### src/rtl/mem_bus_arbiter_pkg.sv
// Shared encodings and constants for the instruction/data memory bus arbiter.
package mem_bus_arbiter_pkg;

  localparam int ArbStateWidth = 2;
  localparam int CntWidth      = 8;
  localparam int SelWidth      = 4;

  localparam logic [SelWidth-1:0] FetchSel = 4'hF;

  typedef enum logic [ArbStateWidth-1:0] {
    ArbIdle    = 2'd0,
    ArbData    = 2'd1,
    ArbInst    = 2'd2,
    ArbRelease = 2'd3
  } arb_state_t;

endpackage

### src/rtl/arb_timeout_cnt.sv
// Wait-cycle counter for one bus transfer; flags when the transfer reaches Timeout cycles.
module arb_timeout_cnt
  import mem_bus_arbiter_pkg::*;
#(
  parameter int Timeout = 255
) (
  input  logic clk,
  input  logic rst,
  input  logic clr,
  input  logic en,
  output logic expired
);

  localparam logic [CntWidth:0] Limit = (CntWidth + 1)'(Timeout);

  logic [CntWidth-1:0] cnt;

  always_ff @(posedge clk) begin
    if (!rst) begin
      cnt <= '0;
    end else if (clr) begin
      cnt <= '0;
    end else if (en) begin
      cnt <= cnt + 1'b1;
    end
  end

  // Fires in the cycle whose un-acked edge would bring the count to Timeout.
  assign expired = en && (({1'b0, cnt} + 1'b1) == Limit);

endmodule

### src/rtl/mem_bus_arbiter.sv
// Serialises the pipeline's data access and instruction fetch onto one req/ack memory bus.
module mem_bus_arbiter
  import mem_bus_arbiter_pkg::*;
#(
  parameter int DataWidth = 32,
  parameter int AddrWidth = 32,
  parameter int Timeout   = 255
) (
  input  logic                 clk,
  input  logic                 rst,
  input  logic                 if_ce,
  input  logic [AddrWidth-1:0] if_addr,
  output logic [DataWidth-1:0] if_inst,
  input  logic                 mem_re,
  input  logic                 mem_we,
  input  logic [AddrWidth-1:0] mem_addr,
  input  logic [SelWidth-1:0]  mem_byte_slct,
  input  logic [DataWidth-1:0] mem_wdata,
  output logic [DataWidth-1:0] mem_rdata,
  output logic                 stall,
  output logic                 bus_req,
  output logic                 bus_we,
  output logic [AddrWidth-1:0] bus_addr,
  output logic [SelWidth-1:0]  bus_sel,
  output logic [DataWidth-1:0] bus_wdata,
  input  logic [DataWidth-1:0] bus_rdata,
  input  logic                 bus_ack,
  output logic                 bus_err
);

  arb_state_t state, next_state;

  logic                 lat_if_ce;
  logic [AddrWidth-1:0] lat_if_addr;
  logic [DataWidth-1:0] data_buf, inst_buf;
  logic                 busy, done, expired;

  assign busy = (state == ArbData) || (state == ArbInst);
  assign done = busy && (bus_ack || expired);

  arb_timeout_cnt #(.Timeout(Timeout)) u_timeout (
    .clk     (clk),
    .rst     (rst),
    .clr     (!busy || done),
    .en      (busy && !bus_ack),
    .expired (expired)
  );

  always_ff @(posedge clk) begin
    if (!rst) state <= ArbIdle;
    else      state <= next_state;
  end

  always_comb begin
    next_state = state;
    stall      = 1'b0;
    case (state)
      ArbIdle: begin
        stall = if_ce || mem_re || mem_we;
        if (mem_re || mem_we) next_state = ArbData;
        else if (if_ce)       next_state = ArbInst;
      end
      ArbData: begin
        stall = 1'b1;
        if (done) next_state = lat_if_ce ? ArbInst : ArbRelease;
      end
      ArbInst: begin
        stall = 1'b1;
        if (done) next_state = ArbRelease;
      end
      default: next_state = ArbIdle;
    endcase
  end

  always_ff @(posedge clk) begin
    if (!rst) lat_if_ce <= 1'b0;
    else if (state == ArbIdle) lat_if_ce <= if_ce;
  end

  always_ff @(posedge clk) begin
    if (state == ArbIdle) lat_if_addr <= if_addr;
  end

  // Bus fields are loaded on entry to a transfer and held until its ack/abort edge.
  always_ff @(posedge clk) begin
    if (!rst) begin
      bus_req   <= 1'b0;
      bus_we    <= 1'b0;
      bus_addr  <= '0;
      bus_sel   <= '0;
      bus_wdata <= '0;
    end else begin
      case (state)
        ArbIdle: begin
          if (mem_re || mem_we) begin
            bus_req   <= 1'b1;
            bus_we    <= mem_we;
            bus_addr  <= mem_addr;
            bus_sel   <= mem_byte_slct;
            bus_wdata <= mem_wdata;
          end else if (if_ce) begin
            bus_req  <= 1'b1;
            bus_we   <= 1'b0;
            bus_addr <= if_addr;
            bus_sel  <= FetchSel;
          end
        end
        ArbData: begin
          if (done) begin
            if (lat_if_ce) begin
              bus_we   <= 1'b0;
              bus_addr <= lat_if_addr;
              bus_sel  <= FetchSel;
            end else begin
              bus_req <= 1'b0;
            end
          end
        end
        ArbInst: begin
          if (done) bus_req <= 1'b0;
        end
        default: bus_req <= 1'b0;
      endcase
    end
  end

  // Writes and aborted transfers leave zero in the target buffer.
  always_ff @(posedge clk) begin
    if (!rst) begin
      data_buf <= '0;
      inst_buf <= '0;
      bus_err  <= 1'b0;
    end else begin
      if (state == ArbData && done)
        data_buf <= (bus_ack && !bus_we) ? bus_rdata : '0;
      if (state == ArbInst && done)
        inst_buf <= bus_ack ? bus_rdata : '0;
      if (expired)
        bus_err <= 1'b1;
    end
  end

  assign if_inst   = inst_buf;
  assign mem_rdata = data_buf;

endmodule
### config.mk
export PLATFORM = sky130hd
export DESIGN_NAME = mem_bus_arbiter
export DESIGN_NICKNAME = d
export VERILOG_FILES = /design/src/rtl/mem_bus_arbiter_pkg.sv /design/src/rtl/arb_timeout_cnt.sv /design/src/rtl/mem_bus_arbiter.sv
export SDC_FILE = /design/constraint.sdc
export NUM_CORES = 1
export LEC_CHECK = 0
export ABC_AREA = 1
export CORE_MARGIN = 3
export CORE_UTILIZATION = 30
export CTS_BUF_LIST = sky130_fd_sc_hd__clkbuf_8
export DETAILED_ROUTE_END_ITERATION = 6
export PLACE_DENSITY = 0.64
export SLEW_MARGIN = 20
export SYNTH_ARGS = -nofsm -noshare
export SYNTH_HDL_FRONTEND = slang
export SYNTH_SLANG_ARGS = --single-unit
### constraint.sdc
create_clock -name clk -period 4.5 [get_ports clk]
set_input_delay 1.35 -clock clk [delete_from_list [all_inputs] [get_ports clk]]
set_output_delay 1.35 -clock clk [all_outputs]
set_load 0.02 [all_outputs]
==> results of run 1 <==
-- power groups by stage --
stage	combinational (mW)	sequential, mW	clock (mW)
CTS	2.50	2.23	1.15
global route	2.71	2.27	1.20
detailed placement	2.50	2.26	0
floorplan	1.19	2.57	0
global placement	2.49	2.25	0
finish	2.47	2.23	1.10
-- sequential cells by signal (all words and copies together) (netlist names) --
name,cells
bus_err,1
lat_if_ce,1
lat_if_addr,32
bus_req,1
if_inst,32
bus_sel,4
mem_rdata,32
state,2
bus_wdata,32
u_timeout.cnt,8
bus_we,1
bus_addr,32
-- area by class of cell --
cell class,count,area (um2),share of cell area
Sequential cell,178,3880,0.359
Multi-Input combinational cell,625,3170,0.293
Timing Repair Buffer,286,2840,0.263
Tap cell,324,405,0.0375
Clock buffer,17,234,0.0216
Clock inverter,15,165,0.0153
Inverter,31,120,0.0111
-- worst reg2reg max path: cells and delay by family (launching register included) --
family	cells	cell delay (ns)
buffers and inverters	2	0.50
adders and majority gates	1	0.30
DFF	1	0.40
and+or+nand+nor	3	0.86
AOI/OAI and AO/OA	2	0.58
-- cell families after synthesis --
| group | Yosys count |
|---|---|
| simple gates | 447 |
| flops | 178 |
| compound gates | 172 |
| buf+inv | 100 |
| fa+ha+maj | 6 |
-- per-layer routing --
metal | vias to the layer above | global-route usage | part of all wire
li1 | 3522 | - | -
met1 | 3198 | 0.200 | 0.42
met2 | 208 | 0.287 | 0.50
met3 | 14 | 0.0404 | 0.065
met4 | 0 | 0.0465 | 0.015
met5 | - | 0 | 0
-- worst paths after layout --
| path | slack, ns | end | depth (start not counted) | startpoint |
|---|---|---|---|---|
| worst min register to register | 0.47 | bus_addr[24] | 2 | bus_addr[24] |
| worst max register to register | 1.73 | bus_addr[6] | 8 | state[1] |
| worst min-delay path | 0.47 | bus_addr[24] | 2 | bus_addr[24] |
| worst max-delay path | 0.24 | stall | 6 | mem_we |
-- cells in the final DEF (no fill, tap or decap), types with 3 or more instances in the layout --
master	n
a21oi_1	102
nand3b_1	64
edfxtp_1	32
nand3_4	3
inv_8	5
clkinv_8	3
clkinv_4	5
nand4_1	41
nor2_2	4
nand3_1	16
nand2_4	3
inv_1	27
dfxtp_1	146
clkdlybuf4s50_1	273
o21ai_0	34
o21a_1	9
nand2_1	198
ha_1	6
buf_4	12
a31oi_1	24
nor2_1	110
clkbuf_8	17
==> impl_metrics.ini, run 1 <==
[timing]
hold_viol = 0
period_needed_ns = 4.26
hold-worst-slack_ns = 0.468
slew_viol_final = 0
slew_headroom = 0.556
rsz0062_at_grt = false
fin_setup_tns_ns = 0
tightest_slew_ns = 0.665
finalClockSkew_ns = 0.0179
fmax_mhz = 235
finalSetupViolCount = 0
fin_crit_sh = 0.948
fin_ws_ns = 0.236

[die]
die_w_um = 164
core_um2 = 24400
dieArea_um2 = 26900
initial_core_util = 0.307
ios = 274
die_h_um = 164
num_rows = 57

[status]
status = finished clean

[yosys]
synth_flop_cell = dfxtp_1
ys_warn_count = 0
synthTopCellsByCount = 198 x nand2_1, 146 x dfxtp_1, 113 x nor2_1
ys_seq_area_frac = 0.519
netlist_area_um2 = 7480
synth_edf_count = 32
yosys.area_share.simple = 0.288
synthCells = 903
synthMuxAreaShare = 0
ys_ff_latch = 178
synth.top_cell.area_share = 0.391
async_reset_ff_frac = 0
synth_most_common_cell = nand2_1
syn-num-nets = 1047
yosys-top-cells-area = dfxtp_1 39%, edfxtp_1 13%, nand2_1 9.9%
synth_top_family_by_area = simple AND/OR/NAND/NOR gates
synth-adder-area-share = 0.0100
synth-compound-area-share = 0.123
synth_area_per_cell_um2 = 8.28
synth_top_area_cell = dfxtp_1
synthXorXnorAreaFrac = 0
synth_cell_types = 30

[cts]
cts_num_sinks = 178
clk_path_buf_depth = 2
hold_buffers = 0
path_clk_slew_ns = 0.10
cts_buffers = 17
cts-htree-levels = 4
cts_resized = 0
clk_latency_ns = 0.45
cts_tree = done
postCtsSetupBuffers = 0
cts-root-buf = clkbuf_8

[global_routing]
grt_max_degree = 65
gr-total-overflow = 0
grt_pass1_vias = 6761
antenna_found_initial = 0
grt_pass1_wl_um = 35200
grt_use_total = 0.164

[finish]
fill_cells = 2470
final_cell_area_um2 = 10800
finalNetCount = 1283
synthToLayoutAreaGrowth_pct = 44.6
num_antenna_cells = 0
final_core_util = 0.444
instances_no_fill = 1476
drive_gt1_frac = 0.0590

[worst_setup_path]
end_kind = output port
worstSetupStartpointType = input pin
cp_max_fo = 2
critical_path.max_stage_delay_ns = 0.70
crit_slowest_cell = clkdlybuf4s50_1
crit_chain = clkdlybuf4s50_1, nor2_2, nor2_2, inv_1, a31oi_1, clkdlybuf4s50_1
worstPathArrival_ns = 2.91
crit_family = buffers and inverters
required_ns = 3.15
path_buf_inv = 3
worstSetupPathType = in2out

[power]
leakage_nw = 3.93
p_seq_frac = 0.385
peakVddDrop_mv = 0.290
power_frac_clock = 0.190
combPwrFrac = 0.425
p_per_area_nw_per_um2 = 536
internal_power_mw = 3.46
net-switching-power_mw = 2.34
switching_share = 0.403
power_mw = 5.80

[placed_design]
place_congestion = 0.784
placed_cells = 1444
place_area_um2 = 10400
portBuffers = 273
post-place-ws_ns = 0.199
hpwl_um = 15200

[routing]
drc_errors = 0
wirelength_um = 22600
vias = 6942
wl_per_cell_um = 15.3
firstDrtPassIters = 4
viasPerCell = 4.70
ant_nets = 0
drt-initial-drc-count = 506

[run]
maxCapViolCount = 0

[worst_hold_path]
hp-class = reg2reg
(Power assumes the default switching activity.)
==> run 2, diff against run 1 <==
- SKIP_LAST_GASP: not set -> 1
==> results of run 2 <==
No change in the layout: final DEF, timing and power equal those of run 1.
==> run 3, diff against run 2 <==
- PLACE_DENSITY: 0.64 -> 0.6
- clock period: 4.5 -> 5.2 ns (I/O delays scaled with it)
==> run 3 against run 2 <==
Effect of this change: sequential share of layout area increased by 0.058 points; critical path depth unchanged; worst hold slack about the same; clock skew increased by 0.0032 ns; combinational power decreased by 13%; utilization decreased by 0.072 points; cell count decreased by 0.14%; die area unchanged; global-route usage increased by 0.53 points; clock power decreased by 13%.
==> impl_metrics.ini, run 3 (synthesis results as in run 1) <==
[timing]
finalClockSkew_ns = 0.0211
tightest_slew_ns = 0.730
finalSetupViolCount = 0
slew_headroom = 0.513
period_needed_ns = 4.67
rsz0062_at_grt = false
fmax_mhz = 214
fin_setup_tns_ns = 0
slew_viol_final = 0
fin_crit_sh = 0.899
hold_viol = 0
hold-worst-slack_ns = 0.468

[cts]
hold_buffers = 0
cts-root-buf = clkbuf_8
cts_num_sinks = 178
cts_tree = done
cts_resized = 0
cts-htree-levels = 4
clk_path_buf_depth = 2
cts_buffers = 17
postCtsSetupBuffers = 0
path_clk_slew_ns = 0.10
clk_latency_ns = 0.46

[worst_setup_path]
crit_end = stall
r2r-end = bus_addr[13]
worstSetupStartpointType = input pin
end_kind = output port
startpoint = mem_we
cp_max_fo = 2
required_ns = 3.64
worstPathArrival_ns = 3.11
r2r-start = state[0]
reg2regPathDepth = 13
rrSetupSlack_ns = 2.18
worstSetupPathType = in2out

[die]
core_um2 = 24400
num_rows = 57
die_h_um = 164
initial_core_util = 0.307
ios = 274
dieArea_um2 = 26900
die_w_um = 164

[power]
peakVddDrop_mv = 0.257
leakage_nw = 3.93
p_per_area_nw_per_um2 = 466

[routing]
vias = 6929
drt-initial-drc-count = 463
firstDrtPassIters = 4
wl_per_cell_um = 15.8
wirelength_um = 23400
ant_nets = 0
viasPerCell = 4.70
drc_errors = 0

[worst_hold_path]
hp-class = reg2reg

[global_routing]
grt.met3_usage = 0.0472
gr-total-overflow = 0
use_met1 = 0.215
met2_usage = 0.282
grt_max_degree = 69
grt_use_total = 0.169
grt_pass1_wl_um = 36300
gr-max-usage-layer = met2
grt_pass1_vias = 6663
antenna_found_initial = 0

[finish]
layout_common_cells = 273 x clkdlybuf4s50_1, 198 x nand2_1, 146 x dfxtp_1
finalNetCount = 1281
final_common_cell = clkdlybuf4s50_1
drive_gt1_frac = 0.0583
synthToLayoutAreaGrowth_pct = 44.4
final_core_util = 0.443
num_antenna_cells = 0

[placed_design]
place_congestion = 0.741
hpwl_um = 15400
portBuffers = 273

[status]
status = finished clean

[run]
maxCapViolCount = 0
==> run 3: through the flow <==
stage	power (mW)	setup WS [ns]	cell area, um2	std cells
global placement	4.11	0.508	10400	1442
CTS	5.11	0.486	10800	1474
detailed placement	4.13	0.492	10400	1442
global route	5.37	0.460	10800	1474
floorplan	3.25	0.963	7480	903
finish	5.03	0.525	10800	1474
==> run 3: routing by layer <==
metal  vias up  wire [um]
met5         -          0
met4         0        405
met2       206      11300
li1       3516          -
met3        21       1610
met1      3186      10000
==> run 3: worst min-delay path by stage <==
stage               slack (ns)  cells after the start              from                to
CTS                       0.47                      2           bus_err           bus_err
floorplan                 0.45                      1  u_timeout.cnt[0]  u_timeout.cnt[0]
global route              0.49                      2       if_inst[30]       if_inst[30]
global placement          0.45                      2       bus_addr[0]       bus_addr[0]
detailed placement        0.45                      2           bus_err           bus_err
finish                    0.47                      2      bus_addr[24]      bus_addr[24]
==> run 3: worst max-delay path, cell delays in order <==
cell             delay (ns)
clkdlybuf4s50_1        0.49
nor2_2                 0.07
nor2_2                 0.09
inv_1                  0.06
a31oi_1                0.14
clkdlybuf4s50_1        0.71
==> run 3: final cells by class <==
class / count / area, um2
clock buffers: 17 / 234
clock inverters: 15 / 163
fillers: 2516 / 13600
inverters: 31 / 120
multi-input cells: 625 / 3170
flip-flops and latches: 178 / 3880
well taps: 324 / 405
repair buffers: 284 / 2830
==> run 3: where the power goes <==
part,switching (mW),total [mW],internal (mW),leakage (nW)
Sequential,0.160,1.93,1.77,1.51
Combinational,1.28,2.14,0.860,2.22
Clock,0.593,0.960,0.367,0.203
